===== src/rtl/multicycle_rv_core.sv =====
// Multi-cycle RV32I-subset core sharing one valid/ready port for instruction fetch and data access.
// Illegal encodings and misaligned addresses or targets trap to a halt state that only reset leaves.
module multicycle_rv_core #(
  parameter int unsigned NREGS    = 32,
  parameter logic [31:0] RESET_PC = 32'h0000_0000,
  parameter int unsigned CNT_W    = 32
) (
  input  logic             clk,
  input  logic             reset,
  output logic             mem_req,
  output logic             mem_we,
  output logic [31:0]      mem_addr,
  output logic [31:0]      mem_wdata,
  input  logic [31:0]      mem_rdata,
  input  logic             mem_ready,
  output logic             halted,
  output logic [CNT_W-1:0] instret
);
  localparam int unsigned AW = $clog2(NREGS);

  localparam logic [6:0] OP_R   = 7'b0110011;
  localparam logic [6:0] OP_I   = 7'b0010011;
  localparam logic [6:0] OP_LW  = 7'b0000011;
  localparam logic [6:0] OP_SW  = 7'b0100011;
  localparam logic [6:0] OP_BR  = 7'b1100011;
  localparam logic [6:0] OP_JAL = 7'b1101111;

  typedef enum logic [3:0] {
    ST_RST, ST_FETCH, ST_DECODE, ST_EXEC_R, ST_EXEC_I, ST_MEMADDR,
    ST_MEMREAD, ST_MEMWRITE, ST_BRANCH, ST_JAL, ST_WB, ST_TRAP
  } state_t;

  state_t           state_q, state_d, dec_next;
  logic [31:0]      pc_q, pc_d, ir_q, ir_d;
  logic [31:0]      a_q, a_d, b_q, b_d, imm_q, imm_d, res_q, res_d;
  logic             mem_req_q, mem_req_d, mem_we_q, mem_we_d;
  logic [31:0]      mem_addr_q, mem_addr_d, mem_wdata_q, mem_wdata_d;
  logic             halted_q, halted_d;
  logic [CNT_W-1:0] instret_q, instret_d;
  logic [31:0]      regs_q [NREGS];

  logic             rf_we;
  logic [AW-1:0]    rf_waddr;
  logic [31:0]      rf_wdata;
  logic             go_fetch, go_trap, retire, dec_ok, taken, lt;
  logic [31:0]      pc_next, ea, tgt, diff, rs1_val, rs2_val;
  logic [31:0]      imm_i, imm_s, imm_b, imm_j;

  logic [6:0] opcode, funct7;
  logic [4:0] rd, rs1, rs2;
  logic [2:0] funct3;
  logic       rd_ok, rs1_ok, rs2_ok;

  assign opcode = ir_q[6:0];
  assign rd     = ir_q[11:7];
  assign funct3 = ir_q[14:12];
  assign rs1    = ir_q[19:15];
  assign rs2    = ir_q[24:20];
  assign funct7 = ir_q[31:25];

  assign rd_ok  = 32'(rd)  < NREGS;
  assign rs1_ok = 32'(rs1) < NREGS;
  assign rs2_ok = 32'(rs2) < NREGS;

  assign imm_i = {{20{ir_q[31]}}, ir_q[31:20]};
  assign imm_s = {{20{ir_q[31]}}, ir_q[31:25], ir_q[11:7]};
  assign imm_b = {{19{ir_q[31]}}, ir_q[31], ir_q[7], ir_q[30:25], ir_q[11:8], 1'b0};
  assign imm_j = {{11{ir_q[31]}}, ir_q[31], ir_q[19:12], ir_q[20], ir_q[30:21], 1'b0};

  assign mem_req   = mem_req_q;
  assign mem_we    = mem_we_q;
  assign mem_addr  = mem_addr_q;
  assign mem_wdata = mem_wdata_q;
  assign halted    = halted_q;
  assign instret   = instret_q;

  always_comb begin
    rs1_val = '0;
    rs2_val = '0;
    if (rs1 != '0 && rs1_ok) rs1_val = regs_q[rs1[AW-1:0]];
    if (rs2 != '0 && rs2_ok) rs2_val = regs_q[rs2[AW-1:0]];
  end

  function automatic logic [31:0] alu(input logic [31:0] x, input logic [31:0] y,
                                      input logic [2:0] f3, input logic sub);
    case (f3)
      3'b000:  alu = sub ? x - y : x + y;
      3'b111:  alu = x & y;
      3'b110:  alu = x | y;
      3'b010:  alu = {31'b0, $signed(x) < $signed(y)};
      default: alu = '0;
    endcase
  endfunction

  // Signed less-than from the subtract: sign of the difference unless the operand signs differ.
  assign ea   = a_q + imm_q;
  assign tgt  = pc_q + imm_q;
  assign diff = a_q - b_q;
  assign lt   = (a_q[31] != b_q[31]) ? a_q[31] : diff[31];

  always_comb begin
    case (funct3)
      3'b000:  taken = (diff == '0);
      3'b001:  taken = (diff != '0);
      3'b100:  taken = lt;
      3'b101:  taken = !lt;
      default: taken = 1'b0;
    endcase
  end

  always_comb begin
    state_d     = state_q;
    pc_d        = pc_q;
    ir_d        = ir_q;
    a_d         = a_q;
    b_d         = b_q;
    imm_d       = imm_q;
    res_d       = res_q;
    mem_req_d   = mem_req_q;
    mem_we_d    = mem_we_q;
    mem_addr_d  = mem_addr_q;
    mem_wdata_d = mem_wdata_q;
    halted_d    = halted_q;
    instret_d   = instret_q;
    rf_we       = 1'b0;
    rf_waddr    = rd[AW-1:0];
    rf_wdata    = '0;
    go_fetch    = 1'b0;
    go_trap     = 1'b0;
    retire      = 1'b0;
    pc_next     = pc_q;
    dec_ok      = 1'b0;
    dec_next    = ST_TRAP;

    case (state_q)
      ST_RST: go_fetch = 1'b1;
      ST_FETCH: begin
        if (mem_ready) begin
          ir_d      = mem_rdata;
          mem_req_d = 1'b0;
          state_d   = ST_DECODE;
        end
      end
      ST_DECODE: begin
        a_d = rs1_val;
        b_d = rs2_val;
        case (opcode)
          OP_R: begin
            dec_next = ST_EXEC_R;
            dec_ok   = rs1_ok && rs2_ok && rd_ok &&
                       ((funct7 == 7'h00 && (funct3 inside {3'b000, 3'b111, 3'b110, 3'b010})) ||
                        (funct7 == 7'h20 && funct3 == 3'b000));
          end
          OP_I: begin
            imm_d    = imm_i;
            dec_next = ST_EXEC_I;
            dec_ok   = rs1_ok && rd_ok && (funct3 inside {3'b000, 3'b111, 3'b110, 3'b010});
          end
          OP_LW: begin
            imm_d    = imm_i;
            dec_next = ST_MEMADDR;
            dec_ok   = rs1_ok && rd_ok && funct3 == 3'b010;
          end
          OP_SW: begin
            imm_d    = imm_s;
            dec_next = ST_MEMADDR;
            dec_ok   = rs1_ok && rs2_ok && funct3 == 3'b010;
          end
          OP_BR: begin
            imm_d    = imm_b;
            dec_next = ST_BRANCH;
            dec_ok   = rs1_ok && rs2_ok && (funct3 inside {3'b000, 3'b001, 3'b100, 3'b101});
          end
          OP_JAL: begin
            imm_d    = imm_j;
            dec_next = ST_JAL;
            dec_ok   = rd_ok;
          end
          default: dec_ok = 1'b0;
        endcase
        if (dec_ok) state_d = dec_next;
        else        go_trap = 1'b1;
      end
      ST_EXEC_R: begin
        res_d   = alu(a_q, b_q, funct3, funct7[5]);
        state_d = ST_WB;
      end
      ST_EXEC_I: begin
        res_d   = alu(a_q, imm_q, funct3, 1'b0);
        state_d = ST_WB;
      end
      ST_MEMADDR: begin
        if (ea[1:0] != 2'b00) begin
          go_trap = 1'b1;
        end else begin
          mem_req_d   = 1'b1;
          mem_we_d    = (opcode == OP_SW);
          mem_addr_d  = ea;
          mem_wdata_d = b_q;
          state_d     = (opcode == OP_SW) ? ST_MEMWRITE : ST_MEMREAD;
        end
      end
      ST_MEMREAD: begin
        if (mem_ready) begin
          res_d     = mem_rdata;
          mem_req_d = 1'b0;
          state_d   = ST_WB;
        end
      end
      ST_MEMWRITE: begin
        // Store retires straight into the next fetch, so its request follows without a gap.
        if (mem_ready) begin
          pc_next  = pc_q + 32'd4;
          retire   = 1'b1;
          go_fetch = 1'b1;
        end
      end
      ST_BRANCH: begin
        if (!taken) begin
          pc_next  = pc_q + 32'd4;
          retire   = 1'b1;
          go_fetch = 1'b1;
        end else if (tgt[1:0] != 2'b00) begin
          go_trap = 1'b1;
        end else begin
          pc_next  = tgt;
          retire   = 1'b1;
          go_fetch = 1'b1;
        end
      end
      ST_JAL: begin
        if (tgt[1:0] != 2'b00) begin
          go_trap = 1'b1;
        end else begin
          rf_we    = (rd != '0);
          rf_wdata = pc_q + 32'd4;
          pc_next  = tgt;
          retire   = 1'b1;
          go_fetch = 1'b1;
        end
      end
      ST_WB: begin
        rf_we    = (rd != '0);
        rf_wdata = res_q;
        pc_next  = pc_q + 32'd4;
        retire   = 1'b1;
        go_fetch = 1'b1;
      end
      ST_TRAP: begin
        halted_d  = 1'b1;
        mem_req_d = 1'b0;
        mem_we_d  = 1'b0;
      end
      default: go_trap = 1'b1;
    endcase

    if (go_trap) begin
      state_d   = ST_TRAP;
      halted_d  = 1'b1;
      mem_req_d = 1'b0;
      mem_we_d  = 1'b0;
    end else if (go_fetch) begin
      state_d    = ST_FETCH;
      pc_d       = pc_next;
      mem_req_d  = 1'b1;
      mem_we_d   = 1'b0;
      mem_addr_d = pc_next;
    end
    if (retire) instret_d = instret_q + CNT_W'(1);
  end

  always_ff @(posedge clk or negedge reset) begin
    if (!reset) begin
      state_q     <= ST_RST;
      pc_q        <= RESET_PC;
      ir_q        <= '0;
      a_q         <= '0;
      b_q         <= '0;
      imm_q       <= '0;
      res_q       <= '0;
      mem_req_q   <= 1'b0;
      mem_we_q    <= 1'b0;
      mem_addr_q  <= '0;
      mem_wdata_q <= '0;
      halted_q    <= 1'b0;
      instret_q   <= '0;
      for (int unsigned i = 0; i < NREGS; i++) regs_q[i] <= '0;
    end else begin
      state_q     <= state_d;
      pc_q        <= pc_d;
      ir_q        <= ir_d;
      a_q         <= a_d;
      b_q         <= b_d;
      imm_q       <= imm_d;
      res_q       <= res_d;
      mem_req_q   <= mem_req_d;
      mem_we_q    <= mem_we_d;
      mem_addr_q  <= mem_addr_d;
      mem_wdata_q <= mem_wdata_d;
      halted_q    <= halted_d;
      instret_q   <= instret_d;
      if (rf_we) regs_q[rf_waddr] <= rf_wdata;
    end
  end
endmodule


===== config.mk =====
export PLATFORM = sky130hd
export DESIGN_NAME = multicycle_rv_core
export DESIGN_NICKNAME = d
export VERILOG_FILES = /design/src/rtl/multicycle_rv_core.sv
export SDC_FILE = /design/constraint.sdc
export NUM_CORES = 2
export LEC_CHECK = 0
export CORE_MARGIN = 2
export CORE_UTILIZATION = 57
export CTS_CLUSTER_SIZE = 12
export DETAILED_ROUTE_END_ITERATION = 10
export HOLD_SLACK_MARGIN = 0.08
export PLACE_DENSITY = 0.77
export SLEW_MARGIN = 20
export SYNTH_ARGS = -nofsm -noshare
export SYNTH_HDL_FRONTEND = slang
export SYNTH_SLANG_ARGS = --single-unit

===== constraint.sdc =====
create_clock -name clk -period 7.1 [get_ports clk]
set_clock_uncertainty 0.2 [all_clocks]
set_input_delay 1.065 -clock clk [delete_from_list [all_inputs] [get_ports clk]]
set_output_delay 1.065 -clock clk [all_outputs]
set_load 0.01 [all_outputs]

# Word level (Yosys, flattened, before mapping)
# Index checks and enable logic that the tools add are counted.
[word_totals]
ff_bits = 1319
latchBits = 0
ram_bits = 0
rom_bits = 0
in_bits = 35
output_inout_bits = 99
elab_cells = 197
n_memories = 0
[classes]
n_addsub = 6
mul = 0
div_mod_pow = 0
n_lt_le_gt_ge = 6
eq_ne = 31
shifts = 0
muxes = 63
bitwise_logic = 9
reduce_logical = 37
[ops]
columns = ["op", "n"]
rows = [
  ["1024-bit bitwise mux", 1],
  ["32-bit 2-to-1 mux", 17],
  ["32-bit case mux with 4 select lines", 4],
  ["32-bit binary-select mux with 5-bit select", 2],
  ["32-bit demux with 5-bit select", 1],
  ["32-bit adder", 3],
  ["32-bit case mux with 3 select lines", 1],
  ["32-bit bitwise AND", 2],
  ["32-bit < comparator", 2],
  ["32-bit bitwise OR", 2],
  ["32-bit case mux with 2 select lines", 1],
  ["4-bit case mux with 5 select lines", 2],
  ["32-bit by 1-bit adder with 32-bit output (second input constant)", 1],
  ["32-bit by 3-bit adder with 32-bit output (second input constant)", 1],
  ["32-bit logical NOT", 1],
  ["32-bit nonzero test", 1],
  ["32-bit subtractor", 1],
  ["4-bit 2-to-1 mux", 6],
  ["7-bit by 6-bit == test with 1-bit output (second input constant)", 3],
  ["1-bit 2-to-1 mux", 20],
  ["5-bit nonzero test", 4],
  ["6-bit greater-or-equal comparator (second input constant)", 3],
  ["5-bit NOT with 6-bit output", 3],
  ["4-bit by 3-bit == test with 1-bit output (second input constant)", 4],
  ["other kinds (34)", 66],
]

# Logic depth before layout (Yosys ltp)
[depth]
ltp_word = 10
ltp_mapped = 27
ltp_nobuf = 24

# Worst setup path before layout
# OpenSTA, ideal clock, no wires.
[synth_timing]
kind = "register to register"
startpoint = "reg a_q[6]"
endpoint = "reg mem_addr_q[30] (netlist: mem_addr[30])"
setup_ns = 0.125
arrival_ns = 6.708
required_time_ns = 6.775
slack_ns = 0.067
path_stages_with_launch = 26
n_path_buf = 2
period_less_slack_ns = 7.033
path_cell_list = "dfrtp_1 > inv_1 > ha_1 > buf_2 > nor3_1 > o2111ai_1 > a31oi_1 > a211o_1 > a211oi_1 > a21oi_1 > a21oi_1 > o21ba_2 > fa_1 > inv_1 > a2111oi_0 > nand4_1 > a2111oi_0 > nand4_1 > or4_1 > a2111o_1 > nor4_4 > mux2i_1 > nor2_1 > o21ai_1 > clkbuf_1 > mux2_2"
[synth_via]
elab_chain_cells = 8
elab_cells_between_ends = 17
classes_between = "2 x add/sub; 12 x mux; 3 x reduce/logical"
[synth_lines]
columns = ["item", "line_no", "source"]
rows = [
  ["from (decl)", "35", "logic [31:0] a_q, a_d, b_q, b_d, imm_q, imm_d, res_q, res_d;"],
  ["from (signal assigned)", "277", "a_q <= '0;"],
  ["from (signal assigned)", "292", "a_q <= a_d;"],
  ["parallel branches: the longest is 7 deep, another holds 32-bit subtractor", "-", ""],
  ["32-bit 2-to-1 mux *", "257", "if (go_trap) begin"],
  ["via mem_addr_d[30]", "37", "logic [31:0] mem_addr_q, mem_addr_d, mem_wdata_q, mem_wdata_d;"],
  ["to (signal assigned)", "298", "mem_addr_q <= mem_addr_d;"],
  ["to (decl)", "37", ""],
]
# Mark *: on every way through the listed nets, which the timed path passes.
# A chain may end at the register's enable or synchronous reset.

# Worst setup path in the final report
[layout_timing]
startpoint = "reg a_q[5]"
endpoint = "reg pc_q[24]"
[layout_via]
elab_chain_cells = 8
elab_cells_between_ends = 14
classes_between = "1 x add/sub; 8 x mux; 1 x bitwise; 4 x reduce/logical"
[layout_lines]
columns = ["item", "line_no", "source"]
rows = [
  ["32-bit subtractor *", "98", "assign diff = a_q - b_q;"],
  ["parallel branches: the longest is 2 deep, another holds 32-bit nonzero test", "-", ""],
  ["1-bit case mux with 4 select lines *", "102", "case (funct3)"],
  ["1-bit 2-to-1 mux", "219", "if (!taken) begin"],
  ["1-bit case mux with 5 select lines", "135", "case (state_q)"],
  ["1-bit NOT (no source line)", "-", ""],
  ["2-bit AND reduction (no source line)", "-", ""],
  ["to (signal assigned)", "290", "pc_q <= pc_d;"],
  ["to (decl)", "34", "logic [31:0] pc_q, pc_d, ir_q, ir_d;"],
]
# Mark *: on every way between the ends.

==> summary.md <==
| Metric | Value |
|---|---|
| Status | `completed` |
| Commonest non-fill, non-tap cell in the layout | `dfrtp_1` |
| Port Buf Inserts | `roughly 130` |
| CTS max path bufs | `3` |
| # IOs | `between 100 and 150` |
| Via count | `around 63000` |
| Synth Flop Type | `dfrtp_1` |
| Die width | `approximately 370 um` |
| CP dominant cell by count | `buf_4` |
| Ys async rst share | `100%` |
| Crit Path Max Fanout | `12` |
| Max frequency | `between 0.1 and 0.15 GHz` |
| CP Capture Type | `flop` |
| Finish-stage setup viols | `0` |
| Slew headroom | `approximately 16%` |
| Dominant cell type by area after synthesis | `dfrtp_1` |
| Ratio of cells with drive above 1 in the final layout | `18.7%` |
| Yosys Warn Count | `0` |
| Max_cap viols | `0` |
| Max-slew violation count | `0` |
| WL/cell | `30.7 um` |
| Clock Latency Late Sink | `0.83 ns` |
| GPL Wtd Cong | `roughly 1.0` |
| Slowest cell delay on critical path | `~0.53 ns` |
| GRT Resource Usage Total | `between 40% and 50%` |
| Drc violations | `0` |
| Post-synthesis cell area | `about 75000 um^2` |
| Starting Density | `57.3%` |
| #FFs+latches synth | `roughly 1300` |
| Placed Cells incl. Taps | `between 8000 and 9000` |
| H-tree depth | `4` |
| Hold_ws | `slightly below 0.2 ns` |
| Layout Area Growth over Synthesis | `12.4%` |
| CP Class | `flop to flop` |
| P per Cell Area | `between 400 and 500 nW/um^2` |
| Drt first pass iters | `9` |
| Pin count of the biggest net entering global routing | `between 150 and 200` |
| TritonCTS Buffers | `about 140` |
| Final WL | `roughly 280 mm` |
| Non-filler cells, final | `around 9000` |
| Sequential share of the synthesized area | `about 44%` |
| Syn Inst Count | `7189` |
| Peak supply drop | `0.000614 V` |
| Area contributors post-synth | `dfrtp_1 44%, mux4_2 19%, o21ai_0 5.8%, nand2_1 4.8%, a21oi_1 4.0%` |
| Vias/cell | `6.92` |
| Detailed Place HPWL | `around 180 mm` |
| CTS tree | `built` |
| First-pass GRT wire length | `412 mm` |
| Die Area | `roughly 130000 um^2` |
| Number of library cell types mapped by synthesis | `between 80 and 90` |
| Hold Crit Class | `flop to flop` |
| Syn nets | `between 7000 and 8000` |
| Fin nets | `about 7400` |
| Worst Setup Start Kind | `flop` |
| Die Y | `between 300 and 400 um` |
| Root Driver | `clkbuf_16` |
| Post-route ant nets | `0` |
| Worst EP required | `around 7.6 ns` |
| EDFF count, synth | `0` |
| GRT Residual Overflow | `0` |
| Iter 0 DRT Violations | `about 8300` |
| Most frequent cells in the layout | `1297 x dfrtp_1, 950 x nand2_1, 876 x o21ai_0` |
| Leakage power | `around 36 nW` |
| Clk sinks | `1308` |
| Yosys top cell area share | `between 40% and 50%` |
| Slowest CP cell | `or4_1` |
| Tmin final | `between 6 and 7 ns` |
| Initial antenna violation count | `23` |
| Final Cycle Share | `97.4%` |
| Worst-Margin Slew | `around 1.2 ns` |
| Cell row count | `roughly 130` |
| Vias in the first global route | `between 60000 and 70000` |
| Fin. Hold Viols | `0` |
| Worst EP arrival | `7.38 ns` |
| Core ar. | `roughly 130000 um^2` |
| Reg clk slew, reported paths | `about 0.06 ns` |
| Avg Inst Size Synth | `between 10 and 15 um^2` |
## cells in the mapped netlist (36+ instances only)
master and number:
a21o_1 41, a21oi_1 604, a22oi_1 42, a31oi_1 42, buf_1 73, clkbuf_1 546, dfrtp_1 1308, ha_1 225
inv_1 164, mux2_2 36, mux2i_1 83, mux4_2 640, nand2_1 967, nand3_1 78, nor2_1 607, nor2b_1 37
nor3_1 64, o211ai_1 36, o21ai_0 877, o22ai_1 105, xnor2_1 92, xor2_1 54
## logic make-up after synthesis
family	count (synthesis)	synth area share (%)
XOR/XNOR	147	1.73
buffers and inverters	805	4.07
flip-flops	1308	43.6
adder cells (fa/ha/maj)	230	3.88
AND/OR/NAND/NOR	1941	10.8
AO/OA/AOI/OAI	1999	15.1
multiplexers	759	20.8
## per-layer routing
layer | track usage [%] | routed length [um] | vias to the layer above
met5 | 0 | 209 | -
met4 | 27.9 | 21900 | 34
met3 | 11.8 | 31100 | 1050
met2 | 61.6 | 124000 | 3987
met1 | 53.0 | 100000 | 31300
li1 | - | - | 26200
## through the flow
stage / util (%) / instance area [um^2] / power, W / worst slack (ns) / TNS, ns
after floorplan: - / 75100 / 0.0218 / 0.0671 / 0
after global placement: 60.6 / 79500 / 0.0289 / -0.538 / -31.15
after detailed placement: 60.7 / 79600 / 0.0291 / -0.730 / -48.91
after CTS: 64.3 / 84300 / 0.0368 / 0.0166 / 0
after global routing: 64.4 / 84500 / 0.0389 / -0.0519 / -0.187
final: 64.4 / 84500 / 0.0375 / 0.183 / 0
## area by class of cell
type,count,area (um^2)
Tap cell,1755,2200
Fill cell,10200,46700
Inverter,167,627
Antenna cell,5,12.5
Timing Repair Buffer,487,4240
Clock inverter,27,358
Multi-Input combinational cell,5076,40000
Sequential cell,1308,32800
Clock buffer,214,4300
## flip-flops by register name, summed over array words and instances (netlist names)
| name | count |
|---|---|
| a_q | 32 |
| b_q | 32 |
| halted | 1 |
| imm_q | 21 |
| instret | 32 |
| ir_q | 32 |
| mem_addr | 32 |
| mem_req | 1 |
| mem_wdata | 32 |
| mem_we | 1 |
| pc_q | 32 |
| regs_q | 1024 |
| res_q | 32 |
| state_q | 4 |
## report_power, final
group | internal [W] | total, W | switching [W]
combinational | 0.00780 | 0.0192 | 0.0114
clock | 0.00433 | 0.00756 | 0.00323
sequential | 0.00875 | 0.0107 | 0.00198
total | 0.0209 | 0.0375 | 0.0166
## critical path: cells and delay by family (launching register included)
family                     cells  cell delay (ns)
AOI/OAI and AO/OA             12             2.44
and+or+nand+nor                6             1.65
buffers and inverters          7             1.11
adders and majority gates      2             0.85
DFF                            1             0.34
muxes                          1             0.20
## what timing repair did
action,CTS,global route
endpoints found under the setup margin,103,95
resized for setup,16,19
pin swaps,3,6
setup buffers,0,4
hold buffers,1,0
hold endpoints to repair,22,0
cloned,0,0
## path summary, 6_finish.rpt
kind | end | startpoint | slack (ns) | cells after the start
max | pc_q[24]$_DFFE_PN0P_ | a_q[5]$_DFFE_PN0P_ | 0.18 | 28
min | regs_q[1017]$_DFFE_PN0P_ | regs_q[1017]$_DFFE_PN0P_ | 0.20 | 0
max reg2reg | pc_q[24]$_DFFE_PN0P_ | a_q[5]$_DFFE_PN0P_ | 0.18 | 28
min reg2reg | regs_q[1017]$_DFFE_PN0P_ | regs_q[1017]$_DFFE_PN0P_ | 0.20 | 0
max in group asynchronous | regs_q[972]$_DFFE_PN0P_ | reset | 4.34 | 3
min in group asynchronous | mem_addr[19]$_DFF_PN0_ | reset | 0.61 | 2
No activity file was read; power rests on OpenSTA's default activity.
